$ cat src/rtl/piso_pkg.sv
// Shared types and helpers for the parallel-in/serial-out serializer.
package piso_pkg;

  typedef enum logic {
    IDLE  = 1'b0,
    SHIFT = 1'b1
  } state_e;

  // Widest frame the reversal helper handles; wider frames need this raised.
  localparam int unsigned REV_MAX_W = 64;

  // Reverses the low 'width' bits of data; bits above 'width' come back zero.
  function automatic logic [REV_MAX_W-1:0] bit_reverse(
    input logic [REV_MAX_W-1:0] data,
    input int unsigned          width
  );
    logic [REV_MAX_W-1:0] rev;
    rev = '0;
    for (int unsigned i = 0; i < REV_MAX_W; i++) begin
      if (i < width) rev[i] = data[width-1-i];
    end
    return rev;
  endfunction

endpackage

$ cat src/rtl/piso_bit_counter.sv
// Down-counter tracking the bits left in the current frame.
module piso_bit_counter #(
  parameter int unsigned      CNT_W    = 3,
  parameter logic [CNT_W-1:0] LOAD_VAL = '1
) (
  input  logic clk,
  input  logic reset,
  input  logic load,
  input  logic dec,
  output logic zero
);

  logic [CNT_W-1:0] cnt_q;

  // NOTE: sequential state uses non-blocking assignments so every flop
  // samples pre-edge values; the async active-low reset sits in the sensitivity list.
  always_ff @(posedge clk or negedge reset) begin
    if (!reset) begin
      cnt_q <= '0;
    end else if (load) begin
      cnt_q <= LOAD_VAL;
    end else if (dec && (cnt_q != '0)) begin
      cnt_q <= cnt_q - 1'b1;
    end
  end

  assign zero = (cnt_q == '0);

endmodule

$ cat src/rtl/piso_serializer.sv
// Parallel-in/serial-out shift register with valid/ready on both sides.
// load_ready depends combinationally on so_ready so a new word can be
// accepted on the same edge that the last bit of the current frame leaves.
module piso_serializer
  import piso_pkg::*;
#(
  parameter  int unsigned WIDTH = 8,
  localparam int unsigned CNT_W = $clog2(WIDTH)
) (
  input  logic             clk,
  input  logic             reset,
  input  logic             load_valid,
  output logic             load_ready,
  input  logic [WIDTH-1:0] load_data,
  input  logic             load_msb_first,
  output logic             so_valid,
  input  logic             so_ready,
  output logic             so_data,
  output logic             so_last,
  output logic             busy,
  output logic             frame_done
);

  state_e               state_q, state_d;
  logic [WIDTH-1:0]     shreg_q;
  logic [WIDTH-1:0]     load_word;
  logic [REV_MAX_W-1:0] rev_full;
  logic                 cnt_zero;
  logic                 load_fire;
  logic                 so_fire;
  logic                 last_fire;
  logic                 frame_done_q;

  // Handshakes
  assign load_ready = reset &&
                      ((state_q == IDLE) ||
                       ((state_q == SHIFT) && cnt_zero && so_ready));
  assign load_fire  = load_valid && load_ready;
  assign so_fire    = (state_q == SHIFT) && so_ready;
  assign last_fire  = so_fire && cnt_zero;

  // shreg[0] is always the next bit out, so MSB-first words are stored reversed.
  assign rev_full  = bit_reverse(REV_MAX_W'(load_data), WIDTH);
  assign load_word = load_msb_first ? rev_full[WIDTH-1:0] : load_data;

  piso_bit_counter #(
    .CNT_W    (CNT_W),
    .LOAD_VAL (CNT_W'(WIDTH - 1))
  ) u_bit_counter (
    .clk   (clk),
    .reset (reset),
    .load  (load_fire),
    .dec   (so_fire && !cnt_zero),
    .zero  (cnt_zero)
  );

  // FSM state register
  always_ff @(posedge clk or negedge reset) begin
    if (!reset) state_q <= IDLE;
    else        state_q <= state_d;
  end

  // FSM next state
  // NOTE: every always_comb output gets a default first, so no path can
  // leave it unassigned and infer a latch.
  always_comb begin
    state_d = state_q;
    unique case (state_q)
      IDLE:  if (load_fire) state_d = SHIFT;
      SHIFT: if (last_fire) state_d = load_fire ? SHIFT : IDLE;
      default: state_d = IDLE;
    endcase
  end

  // FSM outputs
  always_comb begin
    so_valid = 1'b0;
    so_data  = 1'b0;
    so_last  = 1'b0;
    busy     = 1'b0;
    if (state_q == SHIFT) begin
      so_valid = 1'b1;
      so_data  = shreg_q[0];
      so_last  = cnt_zero;
      busy     = 1'b1;
    end
  end

  // Shift register: a reload wins over the final shift of the previous frame.
  always_ff @(posedge clk or negedge reset) begin
    if (!reset) begin
      shreg_q <= '0;
    end else if (load_fire) begin
      shreg_q <= load_word;
    end else if (so_fire) begin
      shreg_q <= {1'b0, shreg_q[WIDTH-1:1]};
    end
  end

  always_ff @(posedge clk or negedge reset) begin
    if (!reset) frame_done_q <= 1'b0;
    else        frame_done_q <= last_fire;
  end

  assign frame_done = frame_done_q;

endmodule

$ cat config.mk
export PLATFORM = sky130hd
export DESIGN_NAME = piso_serializer
export DESIGN_NICKNAME = d
export VERILOG_FILES = /design/src/rtl/piso_pkg.sv /design/src/rtl/piso_bit_counter.sv /design/src/rtl/piso_serializer.sv
export SDC_FILE = /design/constraint.sdc
export NUM_CORES = 1
export LEC_CHECK = 0
export BUFFER_PORTS_ARGS = -buffer_cell sky130_fd_sc_hd__buf_2
export CAP_MARGIN = 20
export CORE_MARGIN = 2
export CORE_UTILIZATION = 44
export DETAILED_ROUTE_END_ITERATION = 16
export PLACE_DENSITY = 0.68
export REMOVE_ABC_BUFFERS = 1
export SLEW_MARGIN = 20
export SYNTH_ARGS = -nofsm -noshare
export SYNTH_HDL_FRONTEND = slang
export SYNTH_SLANG_ARGS = --single-unit
export TNS_END_PERCENT = 10
$ cat constraint.sdc
create_clock -name clk -period 2 [get_ports clk]
set_clock_uncertainty 0.2 [all_clocks]
set_input_delay 0.2 -clock clk [delete_from_list [all_inputs] [get_ports clk]]
set_output_delay 0.2 -clock clk [all_outputs]
set_load 0.02 [all_outputs]
==> impl_metrics.json <==
{
  "rows": 14,
  "swShare_pct": 38.65,
  "numPortBuffers": 18,
  "cp_max_fo": 4,
  "synth_top_family_by_area": "multiplexers",
  "worst_pin_slew_ns": 0.2869,
  "synthesis.area_sq_um": 750.7,
  "synth_mux_area_share_pct": 30.67,
  "routed-wl-met3_microns": 71,
  "synth_fa_ha_area_share_pct": 3.333,
  "outcome": "finished, final reports clean",
  "hpwl_microns": 1144,
  "insertion_delay_ns": 0.26,
  "yosysWarningCount": 0,
  "r2r-end": "shreg_q[1]",
  "startpoint_type": "flip-flop",
  "worst-r2r-cell-count": 6,
  "grt_usage_pct": 15.92,
  "fmax_mhz": 533.1,
  "grt_overflow": 0,
  "drt-total-wl_microns": 1387,
  "n_fill_cell": 146,
  "fin_crit_sh_pct": 93.79,
  "yosys.area.top_type_share_pct": 43.33,
  "crit_arrival_ns": 1.48,
  "final_common_cell": "mux2i_1",
  "ant_nets": 0,
  "wire_per_inst_microns": 13.34,
  "synth_compound_gate_area_share_pct": 4.167,
  "final_cell_mix": "mux2i_1, buf_2, dfrtp_1",
  "cts.clk_slew.worst_paths_ns": 0.07,
  "grt_first_pass_wirelength_microns": 2290,
  "io_pins": 19,
  "p_clk_share_pct": 13.4,
  "seq_power_share_pct": 39.3,
  "synth_cells": 66,
  "drv_cap": 0,
  "ff_latch_area_sq_um": 325.3,
  "p_leak_nw": 0.4685,
  "syn_avg_cell_area_sq_um": 11.37,
  "yosysTopAreaCell": "dfrtp_1",
  "wl_met1_microns": 609,
  "vias": 570,
  "wl_met2_microns": 706,
  "setup_violations": 0,
  "dieArea_sq_um": 2053,
  "path_class": "flip-flop to primary output",
  "pre_cts_ws_ns": 0.2626,
  "coreArea_sq_um": 1559,
  "p_comb_share_pct": 47.3,
  "finalHoldViolations": 0,
  "antennaDiodeCount": 0,
  "grt_max_degree": 15,
  "ys_ff_latch": 13,
  "gp_congestion": 0.7388,
  "yosysSeqAreaShare_pct": 43.33,
  "cts_buffers": 3,
  "root_buffer": "clkbuf_4",
  "min_to": "state_q",
  "initial_core_util_pct": 48.15,
  "r2r_start": "u_bit_counter.cnt_q[0]",
  "grt_pass1_vias": 560,
  "hold_class": "input port to flip-flop",
  "fin_ws_ns": 0.1242,
  "regToRegSetupSlack_ns": 0.24,
  "synth_xor_area_share_pct": 0,
  "cts_max_path_buffers": 2,
  "layout-drive-gt1-share_pct": 31.82,
  "ir_drop_mv": 0.5634,
  "die_width_microns": 45.31,
  "area_growth_pct": 19.33,
  "drtIter0Drc": 2,
  "dr.pass1.iters": 4,
  "p_total_mw": 1.153,
  "topRoutingLayerUsed": "met3",
  "cts-htree-levels": 1,
  "synth_area_leaders": "dfrtp_1, mux2i_1, ha_1",
  "end_kind": "primary output",
  "powerDensity_nw_per_um2": 1288,
  "whs_path_depth": 3,
  "vias_per_cell": 5.481,
  "antenna_found_initial": 0,
  "synth_simple_gate_area_share_pct": 13.33,
  "cell_internal_pwr_mw": 0.7076,
  "cp_data_required_time_ns": 1.60,
  "cts_tree": "done",
  "multiInputGateArea_sq_um": 394.1,
  "numClockSinks": 13,
  "drcViolationCount": 0,
  "p_sw_mw": 0.4458,
  "fin_crit_ns": 1.876,
  "nets": 104,
  "hold_path_startpoint": "load_valid",
  "relSlewSlack_pct": 80.81,
  "fp.dieH_microns": 45.31,
  "drv_slew": 0,
  "synthDistinctLibCells": 21
}
-- stage by stage --
stage	TNS, ns	area [sq um]	util (%)	hold slack (ns)	instances
3_3_place_gp	0	852.1	54.65	-0.04265	99
5_1_grt	-0.01293	895.9	57.46	0.01106	104
2_1_floorplan	0	719.4	-	-0.2956	62
3_5_place_dp	0	852.1	54.65	-0.04526	99
6_report	0	895.9	57.46	0.003277	104
4_1_cts	0	888.4	56.98	0.007890	104
-- final cells by class --
class | instances | area share [%]
multi-input cells | 47 | 43.99
flip-flops and latches | 13 | 36.31
repair buffers | 22 | 13.69
clock buffers | 4 | 2.933
well taps | 16 | 2.235
inverters | 2 | 0.8380
-- what timing repair did --
action,4_1_cts,5_1_grt
hold endpoints to repair,13,0
buffers inserted,0,0
endpoints found under the setup margin,0,1
resized for setup,0,2
hold buffers,1,0
-- critical path, cell delays in order (launching register included) --
cell and delay [ns]:
dfrtp_1 0.41, inv_1 0.09, ha_1 0.20, nand3b_1 0.13, nand2_1 0.11, and2_1 0.12, buf_2 0.15
-- sequential cells by signal (all words and copies together), names as in the netlist --
signal	count
u_bit_counter.cnt_q	3
shreg_q	8
state_q	1
frame_done	1
-- cell families (layout without fill, tap and decap cells) --
family / after synthesis / count (layout)
simple gates: 18 / 18
compound gates: 4 / 4
mux: 23 / 23
fa+ha+maj: 2 / 2
buf+inv: 6 / 28
flops: 13 / 13
-- cells in the mapped netlist --
| cell type | count |
|---|---|
| a211o_1 | 2 |
| a21oi_2 | 1 |
| and2_1 | 2 |
| and2_2 | 1 |
| buf_4 | 2 |
| buf_6 | 1 |
| clkbuf_2 | 1 |
| dfrtp_1 | 13 |
| ha_1 | 2 |
| inv_1 | 2 |
| mux2i_1 | 23 |
| nand2_1 | 4 |
| nand2_2 | 1 |
| nand3_1 | 2 |
| nand3b_1 | 1 |
| nor2_1 | 1 |
| nor2b_1 | 1 |
| nor3_1 | 3 |
| o21ai_1 | 1 |
| or2b_1 | 1 |
| or3b_1 | 1 |
-- power by group through the flow --
| stage | Combinational [mW] | Sequential (mW) | Clock (mW) |
|---|---|---|---|
| 4_1_cts | 0.541 | 0.448 | 0.160 |
| 2_1_floorplan | 0.344 | 0.471 | 0 |
| 3_5_place_dp | 0.538 | 0.454 | 0 |
| 5_1_grt | 0.611 | 0.464 | 0.175 |
| 6_report | 0.546 | 0.453 | 0.154 |
| 3_3_place_gp | 0.522 | 0.441 | 0 |
-- routing by layer --
| layer | track usage (%) | vias to the layer above |
|---|---|---|
| met2 | 29.14 | 20 |
| met4 | 5.294 | 0 |
| met3 | 3.600 | 0 |
| met5 | 0 | - |
| li1 | - | 279 |
| met1 | 17.97 | 271 |
-- worst max path at each step --
stage                     depth (start not counted)                endpoint              startpoint  slack [ns]
final                                             6              load_ready  u_bit_counter.cnt_q[0]        0.12
after global routing                              6              load_ready  u_bit_counter.cnt_q[0]       -0.01
after floorplan                                   3  u_bit_counter.cnt_q[0]                 state_q        0.25
after global placement                            6              shreg_q[1]  u_bit_counter.cnt_q[0]        0.33
after CTS                                         5                 so_last  u_bit_counter.cnt_q[0]        0.04
after detailed placement                          6              shreg_q[5]  u_bit_counter.cnt_q[0]        0.26
(Power assumes the default switching activity.)
